==> src/rtl/screen_pkg.sv <==
// Shared definitions for the memory-mapped screen peripheral.
//   - register byte offsets inside the peripheral window
//   - bit positions inside the status register
//   - colour register width and type
package screen_pkg;

  localparam logic [63:0] OFFS_COLOR  = 64'd0;
  localparam logic [63:0] OFFS_STATUS = 64'd2;

  localparam int ST_DISP   = 0;
  localparam int ST_VBLANK = 1;
  localparam int ST_IRQ    = 2;

  localparam int COLOR_W = 12;

  typedef logic [COLOR_W-1:0] color_t;

endpackage

==> src/rtl/vga_timing_gen.sv <==
// VGA raster timing: pixel-enable divider plus horizontal/vertical counters.
// Ports:
//   clock        system clock
//   reset        asynchronous active-low reset
//   disp_enable  registered, high inside the visible area
//   hsync        registered, active-low horizontal sync
//   vsync        registered, active-low vertical sync
//   vblank       registered, high on lines at or beyond V_ACTIVE
//   frame_start  combinational, high on the pix_en where both counters wrap to 0,0
module vga_timing_gen #(
  parameter int CLK_DIV  = 2,
  parameter int H_ACTIVE = 640,
  parameter int H_FP     = 16,
  parameter int H_SYNC   = 96,
  parameter int H_BP     = 48,
  parameter int V_ACTIVE = 480,
  parameter int V_FP     = 10,
  parameter int V_SYNC   = 2,
  parameter int V_BP     = 33
) (
  input  logic clock,
  input  logic reset,
  output logic disp_enable,
  output logic hsync,
  output logic vsync,
  output logic vblank,
  output logic frame_start
);

  localparam int H_TOTAL = H_ACTIVE + H_FP + H_SYNC + H_BP;
  localparam int V_TOTAL = V_ACTIVE + V_FP + V_SYNC + V_BP;
  localparam int H_W     = $clog2(H_TOTAL);
  localparam int V_W     = $clog2(V_TOTAL);
  localparam int DIV_W   = (CLK_DIV > 1) ? $clog2(CLK_DIV) : 1;

  localparam logic [DIV_W-1:0] DIV_RELOAD = DIV_W'(CLK_DIV - 1);
  localparam logic [H_W-1:0]   H_LAST     = H_W'(H_TOTAL - 1);
  localparam logic [H_W-1:0]   H_ACT      = H_W'(H_ACTIVE);
  localparam logic [H_W-1:0]   H_SYNC_ON  = H_W'(H_ACTIVE + H_FP);
  localparam logic [H_W-1:0]   H_SYNC_OFF = H_W'(H_ACTIVE + H_FP + H_SYNC);
  localparam logic [V_W-1:0]   V_LAST     = V_W'(V_TOTAL - 1);
  localparam logic [V_W-1:0]   V_ACT      = V_W'(V_ACTIVE);
  localparam logic [V_W-1:0]   V_SYNC_ON  = V_W'(V_ACTIVE + V_FP);
  localparam logic [V_W-1:0]   V_SYNC_OFF = V_W'(V_ACTIVE + V_FP + V_SYNC);

  logic [DIV_W-1:0] div_cnt;
  logic [H_W-1:0]   h_count;
  logic [V_W-1:0]   v_count;
  logic             pix_en;
  logic             h_wrap;
  logic             v_wrap;

  // Divider counts down; terminal count 0 is the pixel strobe. Starting at 0
  // out of reset makes the first frame begin on the very first clock.
  assign pix_en      = (div_cnt == '0);
  assign h_wrap      = (h_count == H_LAST);
  assign v_wrap      = (v_count == V_LAST);
  assign frame_start = pix_en && h_wrap && v_wrap;

  always_ff @(posedge clock or negedge reset) begin
    if (!reset) begin
      div_cnt     <= '0;
      h_count     <= '0;
      v_count     <= '0;
      // Reset values match what the counters at 0,0 would produce.
      disp_enable <= 1'b1;
      hsync       <= 1'b1;
      vsync       <= 1'b1;
      vblank      <= 1'b0;
    end else begin
      div_cnt <= pix_en ? DIV_RELOAD : div_cnt - 1'b1;
      if (pix_en) begin
        if (h_wrap) begin
          h_count <= '0;
          v_count <= v_wrap ? '0 : v_count + 1'b1;
        end else begin
          h_count <= h_count + 1'b1;
        end
      end
      disp_enable <= (h_count < H_ACT) && (v_count < V_ACT);
      hsync       <= !((h_count >= H_SYNC_ON) && (h_count < H_SYNC_OFF));
      vsync       <= !((v_count >= V_SYNC_ON) && (v_count < V_SYNC_OFF));
      vblank      <= (v_count >= V_ACT);
    end
  end

endmodule

==> src/rtl/screen_mmio_responder.sv <==
// Memory-mapped screen peripheral: VGA timing plus a colour register and a
// pollable status register on the data-memory bus.
//   BASE_ADDR+0 : colour (write-only, 12-bit RGB 4:4:4, applied at next frame)
//   BASE_ADDR+2 : status (read-only, {irq_flag, vblank, disp_enable})
// Ports:
//   clock, reset            system clock, async active-low reset
//   sel, address            decoder hit and byte address
//   mem_write, data_in      store strobe and data
//   mem_read, data_out      load strobe and zero-latency load data
//   hsync, vsync            active-low syncs
//   red, green, blue        4-bit pixel colour, zero outside the visible area
//   irq                     frame interrupt (only with FRAME_IRQ_EN)
// Build option: define FRAME_IRQ_EN to add the sticky frame interrupt flag.
module screen_mmio_responder
  import screen_pkg::*;
#(
  parameter logic [63:0] BASE_ADDR = 64'h0200_0000_0000_0000,
  parameter int CLK_DIV  = 2,
  parameter int H_ACTIVE = 640,
  parameter int H_FP     = 16,
  parameter int H_SYNC   = 96,
  parameter int H_BP     = 48,
  parameter int V_ACTIVE = 480,
  parameter int V_FP     = 10,
  parameter int V_SYNC   = 2,
  parameter int V_BP     = 33
) (
  input  logic        clock,
  input  logic        reset,
  input  logic        sel,
  input  logic [63:0] address,
  input  logic        mem_write,
  input  logic        mem_read,
  input  logic [63:0] data_in,
  output logic [63:0] data_out,
  output logic        hsync,
  output logic        vsync,
  output logic [3:0]  red,
  output logic [3:0]  green,
  output logic [3:0]  blue
`ifdef FRAME_IRQ_EN
  ,
  output logic        irq
`endif
);

  logic   disp_enable;
  logic   vblank;
  logic   frame_start;
  logic   color_wr;
  logic   status_rd;
  logic   irq_flag;
  logic   unused_data;
  color_t color_pending;
  color_t color_active;

  vga_timing_gen #(
    .CLK_DIV (CLK_DIV),
    .H_ACTIVE(H_ACTIVE),
    .H_FP    (H_FP),
    .H_SYNC  (H_SYNC),
    .H_BP    (H_BP),
    .V_ACTIVE(V_ACTIVE),
    .V_FP    (V_FP),
    .V_SYNC  (V_SYNC),
    .V_BP    (V_BP)
  ) u_timing (
    .clock      (clock),
    .reset      (reset),
    .disp_enable(disp_enable),
    .hsync      (hsync),
    .vsync      (vsync),
    .vblank     (vblank),
    .frame_start(frame_start)
  );

  assign color_wr    = sel && mem_write && (address == BASE_ADDR + OFFS_COLOR);
  assign status_rd   = sel && mem_read  && (address == BASE_ADDR + OFFS_STATUS);
  assign unused_data = ^data_in[63:COLOR_W];

  // Active colour only moves at the frame boundary so a frame never tears.
  // A write landing on the boundary clock is seen next frame, because the
  // boundary samples the pending value from before that write.
  always_ff @(posedge clock or negedge reset) begin
    if (!reset) begin
      color_pending <= '0;
      color_active  <= '0;
    end else begin
      if (frame_start) color_active  <= color_pending;
      if (color_wr)    color_pending <= data_in[COLOR_W-1:0];
    end
  end

`ifdef FRAME_IRQ_EN
  // Sticky frame flag; a new frame outranks a clearing status read.
  always_ff @(posedge clock or negedge reset) begin
    if (!reset)           irq_flag <= 1'b0;
    else if (frame_start) irq_flag <= 1'b1;
    else if (status_rd)   irq_flag <= 1'b0;
  end
  assign irq = irq_flag;
`else
  assign irq_flag = 1'b0;
`endif

  assign {red, green, blue} = disp_enable ? color_active : '0;

  // Gated by reset so the bus sees zero while the block is held in reset.
  always_comb begin
    data_out = '0;
    if (status_rd && reset) begin
      data_out[ST_DISP]   = disp_enable;
      data_out[ST_VBLANK] = vblank;
      data_out[ST_IRQ]    = irq_flag;
    end
  end

endmodule

==> config.mk <==
export PLATFORM = sky130hd
export DESIGN_NAME = screen_mmio_responder
export DESIGN_NICKNAME = d
export VERILOG_FILES = /design/src/rtl/screen_pkg.sv /design/src/rtl/vga_timing_gen.sv /design/src/rtl/screen_mmio_responder.sv
export SDC_FILE = /design/constraint.sdc
export NUM_CORES = 1
export LEC_CHECK = 0
export ABC_AREA = 1
export BUFFER_PORTS_ARGS = -buffer_cell sky130_fd_sc_hd__buf_4
export CAP_MARGIN = 25
export CORE_ASPECT_RATIO = 1.1
export CORE_UTILIZATION = 43
export DETAILED_ROUTE_END_ITERATION = 10
export GPL_TIMING_DRIVEN = 0
export PLACE_DENSITY = 0.87
export SETUP_SLACK_MARGIN = 0.05
export SLEW_MARGIN = 20
export SYNTH_ARGS = -nofsm -noshare
export SYNTH_HDL_FRONTEND = slang
export SYNTH_SLANG_ARGS = --single-unit
==> constraint.sdc <==
create_clock -name clock -period 1.7 [get_ports clock]
set_input_delay 0.34 -clock clock [delete_from_list [all_inputs] [get_ports clock]]
set_output_delay 0.34 -clock clock [all_outputs]
set_load 0.01 [all_outputs]
# After elaboration in Yosys (flattened, before gate mapping)
# Cells that the tools add are included.
# totals
reg_bits,49
in_bits,133
word_cells,42
# op_classes
n_reduce_logical,13
n_mux,5
n_lt_le_gt_ge,7
n_eq_ne,4
n_bitwise,1
n_addsub,3
# op_table
op,count
$eq 64x58->1 const B,2
$add 10x1->10 const B,2
$eq 10x10->1 const B,2
$ge 10x9->1 const B,2
$lt 10x10->1 const B,2
$lt 10x9->1 const B,2
$mux 10,2
$mux 12,1
$ge 10x10->1 const B,1
$logic_and 1x1->1,10
$logic_not 1->1,2
$mux 2,1
$reduce_and 2->1,1
$mux 1,1
$not 1->1,1
$sub 1x1->1 const B,1

# Logic depth before layout (Yosys ltp)
# Gate-level depths: netlist (run 1).
# depth
word_depth,4
depth_mapped,10

# By module
# From an unflattened synthesis (run 1), not the netlist that was laid out.
# hier_totals
hier_cells,417
hier_area_um2,3233.1
# by_module_without_submodules
module,cells_each,seq_area_each_um2,n_inst,area_per_inst_um2
screen_mmio_responder,237,600.6,1,1803.0
vga_timing_gen,180,629.4,1,1430.1

# Worst setup path after synthesis (run 1)
# OpenSTA, ideal clock, no wires.
# synth_path
path_type,input to output
from,input address[47]
to,output data_out[0]
required_time_ps,1360
arrival_ps,1079
stages,7
path_buffers,0
slack_ps,281
cell_sequence,nor2_1 nand2_1 nor2_1 nand2_1 nor2_1 nand2_1 nor2_1
# synth_between
elab_chain_len,4
# synth_lines
element,line,text
"start, declared",screen_mmio_responder.sv:31,"input logic [63:0] address,"
$eq 64x58->1,screen_mmio_responder.sv:78,assign status_rd = sel && mem_read && (address == BASE_ADDR + OFFS_STATUS);
$logic_and 1x1->1,screen_mmio_responder.sv:78,
$logic_and 1x1->1,screen_mmio_responder.sv:111,if (status_rd && reset) begin
$mux 2,screen_mmio_responder.sv:111,
"end, declared",screen_mmio_responder.sv:35,"output logic [63:0] data_out,"
# Every way passes these cells.

# Final worst setup path (run 1)
# layout_path
from,input address[63]
to,output data_out[0]
# The elaborated chain is that of the path after synthesis.

==> impl_metrics.py, run 1 <==
metrics = {
    "yosys": {
        "synth_top_area_cell": "dfrtp_1",
        "syn-cell-area_um2": 3160,
        "synth.most_common_cell": "nand2_1",
        "netlist_instances": 423,
        "synth.distinct_cells": 33,
        "avgSynthCellArea_um2": 7.47,
        "synth-seq-cells": 49,
        "ys_warn_count": 0,
        "async_reset_ff_frac": 1.00,
        "synth_ff_type": "dfrtp_1",
        "synthTopCellsByArea": "dfrtp_1 (36%), buf_4 (15%), nand2_1 (13%)",
        "synth_top_area_frac": 0.365,
        "seq_area_frac_synth": 0.389,
        "synth_common_cells": "nand2_1 (107), buf_4 (63), nor2_1 (61), dfrtp_1 (46), nand3_1 (42)",
        "synth_edf_count": 0,
    },
    "critical_path": {
        "cp_slowest_cell": "nor2_4",
        "critPathBufInv": 2,
        "cp_top_family": "simple AND/OR/NAND/NOR gates",
        "crit_path_cell_trace": "buf_4, nor2_1, nand2_1, nor2_1, nand2_1, nor2_4, nand2_2, nor2_1, buf_4",
        "critPathKind": "in -> out",
        "start_kind": "input pin",
        "cpMostUsedCell": "nor2_1",
        "slowest_delay_ps": 150,
        "cp.required_ps": 1360,
        "critPathCaptureType": "primary output",
        "path_max_fanout": 4,
        "arrival_ps": 1310,
    },
    "route": {
        "drc": 0,
        "drt_iter0_markers": 124,
        "drtAntennaViolNets": 0,
        "routed_via_density": 4.52,
        "wl_per_cell_um": 11.8,
        "drtPass1Iterations": 5,
        "vias": 3094,
        "routed_wl_mm": 8.10,
    },
    "die": {
        "pin_count": 211,
        "start_util": 0.448,
        "die_area_um2": 7690,
        "rows": 32,
        "dieWidth_um": 83.7,
        "core_um2": 7050,
        "die_y_um": 91.9,
    },
    "final_layout": {
        "drive_gt1_frac": 0.402,
        "antenna_cells": 0,
        "nNetsFinal": 735,
        "fin_area_um2": 4720,
        "final_cells": 684,
        "syn2layout_area_growth_pct": 49.4,
    },
    "sta": {
        "hold_violations": 0,
        "finalCritPeriodShare": 0.973,
        "fin_crit_ps": 1650,
        "drv_slew": 0,
        "fmax_mhz": 605,
        "rsz0062_at_grt": "yes",
        "fin_worst_skew_ps": 6.15,
        "finalSetupViolations": 0,
    },
    "min_path": {
        "min_path_type": "in -> reg",
    },
    "placed_design": {
        "hpwl_mm": 5.70,
        "placed_cell_area_um2": 4210,
        "gp_congestion": 0.847,
        "dp.cells": 665,
        "port_buffers": 96,
    },
    "job": {
        "maxCapViolCount": 0,
    },
    "pwr": {
        "p_per_area_nw_per_um2": 545,
        "leakage_nw": 2.67,
        "ir_drop_mv": 0.532,
    },
    "cts": {
        "cts_sinks": 49,
        "cts_buffers": 5,
        "clock_path_buffers": 2,
        "cts_tree": "built",
        "root_buffer": "clkbuf_8",
        "clk_latency_ps": 310,
        "clkTransAtPathRegs_ps": 90,
        "cts_max_level": 2,
    },
    "global_route": {
        "grt_pass1_wl_mm": 12.5,
        "grt_util_all_layers": 0.197,
        "grt_max_degree": 51,
        "overflow": 0,
        "antenna_found_initial": 0,
        "grt_pass1_vias": 2968,
    },
    "outcome": {
        "outcome": "finished, final reports clean",
    },
}
-- registers in the layout (all words and copies together), names as in the netlist --
name                  cells
u_timing.v_count         10
u_timing.disp_enable      1
color_active             12
u_timing.h_count         10
u_timing.vsync            1
color_pending            12
u_timing.div_cnt          1
u_timing.vblank           1
u_timing.hsync            1
-- report_power, final --
part | internal (mW) | switching (mW)
sequential | 1.16 | 0
combinational | 0.246 | 0.160
clock | 0.592 | 0.409
-- metal layers --
layer,GRT usage,share of wire,up-vias
met2,0.367,0.52,131
met5,0,0,-
met3,0.0333,0.068,15
met1,0.228,0.40,1402
met4,0.0678,0.019,0
li1,-,-,1546
-- tightest hold or removal path, delay by kind of cell --
family / cells / cell delay (ps)
buffers and inverters: 1 / 80
and+or+nand+nor: 2 / 120
-- kinds of logic after synthesis --
kind of cell	after synthesis	synth area share
other	1	0.00119
adders and majority gates	4	0.0158
DFF	49	0.389
AOI/OAI and AO/OA	17	0.0317
xor gates and xnor gates	7	0.0194
and+or+nand+nor	234	0.324
buffers and inverters	111	0.218
-- area by class of cell --
cell class,count,area [um^2]
Fill cell,563,2330
Multi-Input combinational cell,324,1580
Sequential cell,49,1230
Timing Repair Buffer,107,950
Buffer,73,569
Inverter,38,145
Tap cell,85,106
Clock buffer,5,68.8
Clock inverter,3,68.8
-- final timing paths --
kind	start	to	slack, ps	cells past startpoint
setup / recovery	address[63]	data_out[0]	50	9
hold / removal	data_in[8]	color_pending[8]	260	3
setup reg to reg	u_timing.h_count[1]	color_active[10]	140	9
hold reg to reg	color_pending[9]	color_pending[9]	480	2
max in group asynchronous	reset	u_timing.v_count[0]	800	3
min in group asynchronous	reset	u_timing.div_cnt	510	2
-- layout by cell type (no fill, tap or decap), types with 6 or more instances in the layout --
master and n:
conb_1 62, nand4_1 6, nand3_1 41, dfrtp_1 45, nand2_2 13, nor2_2 11, inv_2 9, buf_6 18
buf_4 147, inv_1 28, nand2_1 94, nor3_1 7, nor2_1 46, nor2_4 6, o21ai_0 7
-- per-stage QoR --
stage           util  setup slack (ps)  setup TNS [ps]  hold WS (ps)  total power, mW
2_1_floorplan      -               281               0          44.4             1.38
3_3_place_gp   0.598              -296            -545           387             1.54
3_5_place_dp   0.598              -295            -576           390             1.54
4_1_cts        0.624              50.4               0          -125             2.54
5_1_grt        0.670             -48.1           -85.2           257             2.66
6_report       0.670              45.8               0           260             2.57
-- what timing repair did --
item                                    4_1_cts  5_1_grt
gates resized for setup                      10       63
endpoints found under the hold margin        46       46
buffers inserted                              1        4
endpoints found under the setup margin       12       28
gates cloned                                  0        3
pin swaps                                     0       23
Power figures use the tool's default switching activity.
==> inputs of run 2 (changes only) <==
ABC_AREA = default   (was 1)
CORE_UTILIZATION = 42   (was 43)
PLACE_DENSITY = default   (was 0.87)
PLACE_DENSITY_LB_ADDON = 0.2   (was default)
==> impl_metrics.py, run 2 <==
metrics = {
    "cts": {
        "clkTransAtPathRegs_ps": 80,
        "cts_max_level": 2,
        "cts_buffers": 5,
        "ctsHoldBuffers": 0,
        "clock_path_buffers": 2,
        "clk_latency_ps": 300,
        "cts_tree": "built",
        "root_buffer": "clkbuf_8",
        "cts_sinks": 49,
    },
    "critical_path": {
        "reg2reg_to": "color_active[9]",
        "critPathKind": "in -> out",
        "crit_path_end": "data_out[1]",
        "start_kind": "input pin",
        "rrSetupSlack_ps": -220,
        "arrival_ps": 1610,
        "critPathCaptureType": "primary output",
        "crit_start": "address[19]",
        "reg2reg_from": "u_timing.h_count[6]",
        "path_max_fanout": 2,
        "cp.required_ps": 1360,
        "worstRegToRegCells": 5,
    },
    "sta": {
        "finalSetupViolations": 27,
        "worst_hold_slack_ps": 41.4,
        "drv_slew": 0,
        "fin_crit_ps": 1950,
        "setup_ws_ps": -246,
        "hold_violations": 0,
        "rsz0062_at_grt": "yes",
        "fmax_mhz": 514,
        "finalCritPeriodShare": 1.14,
        "tightest_slew_ps": 614,
        "fin_worst_skew_ps": 8.85,
        "finalSetupTns_ps": -3920,
        "slew_headroom": 0.591,
    },
    "global_route": {
        "grt_pass1_vias": 2575,
        "grt_util_all_layers": 0.204,
        "grt_max_degree": 51,
        "overflow": 0,
        "grt_pass1_wl_mm": 12.4,
        "antenna_found_initial": 0,
    },
    "die": {
        "die_area_um2": 7530,
        "dieWidth_um": 82.9,
        "start_util": 0.434,
        "pin_count": 211,
        "core_um2": 6970,
        "die_y_um": 90.9,
        "rows": 32,
    },
    "final_layout": {
        "utilization": 0.682,
        "syn2layout_area_growth_pct": 57.2,
        "nNetsFinal": 611,
        "antenna_cells": 0,
        "final_cell_mix": "buf_4 (154), conb_1 (62), dfrtp_1 (44), buf_6 (22), mux2_4 (19)",
        "drive_gt1_frac": 0.552,
        "final_common_cell": "buf_4",
        "fill_cells": 499,
        "largestRegisters": "color_active x12, color_pending x12",
        "final_cells": 560,
        "fin_area_um2": 4750,
    },
    "yosys": {
        "avgSynthCellArea_um2": 10.3,
        "synth_ff_type": "dfrtp_1",
        "syn-cell-area_um2": 3020,
        "synth.most_common_cell": "buf_4",
        "synth-seq-cells": 49,
        "synth_top_area_frac": 0.381,
        "synthTopCellsByArea": "dfrtp_1 (38%), buf_4 (16%), nor4_1 (5.2%)",
        "synth.distinct_cells": 43,
        "synth_top_area_cell": "dfrtp_1",
        "ys_warn_count": 0,
        "netlist_instances": 294,
        "synth_edf_count": 0,
        "async_reset_ff_frac": 1.00,
        "synth_common_cells": "buf_4 (63), dfrtp_1 (46), nor4_1 (25), nand2_1 (19), nand4_1 (17)",
        "seq_area_frac_synth": 0.407,
    },
    "route": {
        "wl_per_cell_um": 14.2,
        "routed_wl_mm": 7.95,
        "drtPass1Iterations": 4,
        "drt_iter0_markers": 68,
        "routed_via_density": 4.79,
        "drc": 0,
        "drtAntennaViolNets": 0,
        "vias": 2682,
    },
    "placed_design": {
        "hpwl_mm": 5.66,
        "dpl_worst_slack_ps": -535,
        "gp_congestion": 0.849,
        "placed_cell_area_um2": 4190,
        "dp.cells": 536,
        "port_buffers": 96,
    },
    "job": {
        "maxCapViolCount": 0,
    },
    "pwr": {
        "combPwrFrac": 0.177,
        "leakage_nw": 2.40,
        "p_int_mw": 1.88,
        "p_per_area_nw_per_um2": 514,
        "p_clk_frac": 0.346,
        "switchingPower_mw": 0.558,
        "ir_drop_mv": 0.520,
        "p_total_mw": 2.44,
        "pwr-share-seq": 0.477,
        "power_switching_share": 0.229,
    },
    "min_path": {
        "min_path_type": "in -> async",
    },
    "outcome": {
        "outcome": "finished, violations left",
        "violations": "negative setup slack",
    },
}
-- run 2: cell types whose count changed in the layout (fill, tap and decap cells not counted), sizes merged, moves of 5 or more --
| cell | delta |
|---|---|
| nand3 | -41 |
| nor4 | +26 |
| mux2 | +24 |
| nand4 | +10 |
| inv | -31 |
| nor3 | -5 |
| nand2 | -91 |
| and2 | +13 |
| nor2 | -50 |
-- run 2: layout make-up --
class                           instances  area [um^2]  share of cell area
Inverter                                8         30.0             0.00632
Multi-Input combinational cell        230         1770               0.374
Clock buffer                            7         86.3              0.0182
Clock inverter                          1         30.0             0.00632
Buffer                                 67          531               0.112
Sequential cell                        49         1230               0.260
Tap cell                               85          106              0.0224
Timing Repair Buffer                  113          958               0.202
-- run 2: worst max-delay path, cell delays in order --
cell     delay [ps]
buf_6           100
nor4_4          290
nand4_1         130
nor4_1          290
nand4_1         190
nor2_1          150
buf_4           130
-- run 2: how the worst min path moves through the flow --
stage	from	endpoint	slack, ps
global route	reset	u_timing.h_count[1]	90
floorplan	reset	color_active[0]	40
CTS	reset	u_timing.h_count[1]	60
finish	reset	u_timing.h_count[1]	40
global placement	reset	u_timing.h_count[1]	400
detailed placement	reset	u_timing.h_count[1]	390
-- run 2: per-layer routing --
layer / wire (um) / vias up / part of all wire / track usage
met3: 621 / 17 / 0.078 / 0.0573
li1: - / 1281 / - / -
met1: 2970 / 1261 / 0.37 / 0.233
met5: 0 / - / 0 / 0
met4: 178 / 0 / 0.022 / 0.0661
met2: 4190 / 123 / 0.53 / 0.366
-- run 2: what timing repair did --
| item | 4_1_cts | 5_1_grt |
|---|---|---|
| gates cloned | 0 | 2 |
| resized for setup | 30 | 38 |
| endpoints found under the hold margin | 0 | 0 |
| setup buffers | 7 | 8 |
| setup endpoints to repair | 45 | 51 |
| pin swaps | 25 | 13 |
-- run 2: cells by family (layout without fill, tap and decap cells) --
kind of cell	count (synthesis)	after routing	synth area share
buffers and inverters	76	196	0.181
XOR/XNOR	9	9	0.0261
other	1	62	0.00124
multiplexers	24	24	0.102
AO/OA/AOI/OAI	21	21	0.0414
adder cells (fa/ha/maj)	4	4	0.0166
AND/OR/NAND/NOR	110	110	0.224
flip-flops	49	49	0.407
-- run 2: power groups by stage --
stage / Clock (mW) / Sequential, mW / Combinational [mW]
5_1_grt: 0.913 / 1.16 / 0.462
4_1_cts: 0.872 / 1.16 / 0.413
6_report: 0.844 / 1.16 / 0.432
3_3_place_gp: 0 / 1.19 / 0.376
3_5_place_dp: 0 / 1.19 / 0.379
2_1_floorplan: 0 / 1.19 / 0.183
==> inputs of run 3 (changes only) <==
PLACE_DENSITY = 0.82   (was default)
PLACE_DENSITY_LB_ADDON = default   (was 0.2)
clock period = 2 ns   (was 1.7 ns; I/O delays follow)
==> impl_metrics.py, run 3 (synthesis results as in run 2) <==
metrics = {
    "sta": {
        "finalCritPeriodShare": 1.15,
        "worst_hold_slack_ps": 93.3,
        "finalSetupTns_ps": -591,
        "drv_slew": 0,
        "fmax_mhz": 434,
        "fin_worst_skew_ps": 5.00,
        "finalSetupViolations": 2,
        "rsz0062_at_grt": "yes",
        "tightest_slew_ps": 610,
        "setup_ws_ps": -305,
        "hold_violations": 0,
        "slew_headroom": 0.594,
        "fin_crit_ps": 2310,
    },
    "cts": {
        "root_buffer": "clkbuf_8",
        "ctsHoldBuffers": 0,
        "cts_sinks": 49,
        "clk_latency_ps": 300,
        "clkTransAtPathRegs_ps": 90,
        "cts_buffers": 5,
        "clock_path_buffers": 2,
        "cts_max_level": 2,
        "cts_tree": "built",
    },
    "final_layout": {
        "drive_gt1_frac": 0.483,
        "syn2layout_area_growth_pct": 50.6,
        "fin_area_um2": 4550,
        "final_cell_mix": "buf_4 (162), conb_1 (62), dfrtp_1 (46), nand2_1 (19), nand4_1 (17)",
        "nNetsFinal": 606,
        "antenna_cells": 0,
        "final_cells": 555,
        "fill_cells": 541,
        "final_common_cell": "buf_4",
        "largestRegisters": "color_active x12, color_pending x12",
    },
    "die": {
        "die_area_um2": 7530,
        "pin_count": 211,
        "die_y_um": 90.9,
        "dieWidth_um": 82.9,
        "rows": 32,
        "start_util": 0.434,
        "core_um2": 6970,
    },
    "critical_path": {
        "crit_start": "address[0]",
        "path_max_fanout": 2,
        "start_kind": "input pin",
        "cp_slowest_cell": "nor4b_2",
        "cp.required_ps": 1600,
        "reg2reg_from": "u_timing.h_count[6]",
        "critPathKind": "in -> out",
        "critPathCaptureType": "primary output",
        "crit_path_cell_trace": "buf_4, nor4b_2, nand4_1, nor4_1, nand4_1, nor2_1, buf_4",
        "arrival_ps": 1910,
        "slowest_delay_ps": 320,
    },
    "route": {
        "drt_iter0_markers": 93,
        "routed_wl_mm": 7.80,
        "drtPass1Iterations": 6,
        "wl_per_cell_um": 14.1,
        "drc": 0,
        "routed_via_density": 4.74,
        "vias": 2628,
        "drtAntennaViolNets": 0,
    },
    "placed_design": {
        "placed_cell_area_um2": 4080,
        "gp_congestion": 0.846,
        "port_buffers": 96,
        "hpwl_mm": 5.36,
        "dp.cells": 536,
    },
    "global_route": {
        "grt_util_all_layers": 0.197,
        "grt_pass1_wl_mm": 12.0,
        "antenna_found_initial": 0,
        "grt_max_degree": 51,
        "grt_pass1_vias": 2526,
        "overflow": 0,
    },
    "outcome": {
        "violations": "negative setup slack",
        "outcome": "finished, violations left",
    },
    "pwr": {
        "p_per_area_nw_per_um2": 482,
        "leakage_nw": 2.33,
        "ir_drop_mv": 0.289,
    },
    "job": {
        "maxCapViolCount": 0,
    },
    "min_path": {
        "min_path_type": "in -> async",
    },
}
run 3: through the flow:
stage | utilization | worst slack (ps) | total power, mW
6_report | 0.653 | -305 | 2.19
5_1_grt | 0.653 | -393 | 2.26
4_1_cts | 0.640 | -110 | 2.17
3_5_place_dp | 0.585 | -308 | 1.32
3_3_place_gp | 0.585 | -264 | 1.32
2_1_floorplan | - | -15.9 | 1.16
run 3: cell type report:
cell class,instances,area (um^2),share of cell area
Buffer,64,480,0.106
Clock buffer,5,68.8,0.0151
Clock inverter,3,65.1,0.0143
Inverter,8,30.0,0.00660
Multi-Input combinational cell,230,1670,0.366
Sequential cell,49,1230,0.270
Tap cell,85,106,0.0234
Timing Repair Buffer,111,902,0.198
run 3: final timing paths:
kind                                       end  slack (ps)  depth (start not counted)
max in group asynchronous      color_active[6]        1490                          1
hold reg to reg               color_pending[9]         500                          1
setup / recovery                   data_out[1]        -310                          7
setup reg to reg               color_active[0]           0                          5
hold / removal             u_timing.h_count[0]          90                          1
min in group clock            color_pending[9]         310                          2
run 3: routing by layer:
metal  vias to the layer above  part of all wire  track usage
met1                      1239              0.40        0.234
li1                       1265                 -            -
met5                         -                 0            0
met3                        21             0.055       0.0464
met4                         0             0.031       0.0718
met2                       103              0.52        0.346
run 3: worst max-delay path, delay by kind of cell:
| family | cells | cell delay, ps |
|---|---|---|
| buffers and inverters | 2 | 270 |
| AND/OR/NAND/NOR | 5 | 1230 |
run 3: where the power goes:
group,internal [mW],switching [mW]
logic,0.202,0.161
registers,0.990,0
clock network,0.497,0.342
total,1.69,0.504
run 3: what timing repair did:
| action | in CTS | in global routing |
|---|---|---|
| hold endpoints to repair | 0 | 0 |
| pin swaps | 21 | 11 |
| gates resized for setup | 26 | 18 |
| endpoints found under the setup margin | 19 | 27 |
| cloned | 1 | 0 |
| buffers inserted | 9 | 5 |
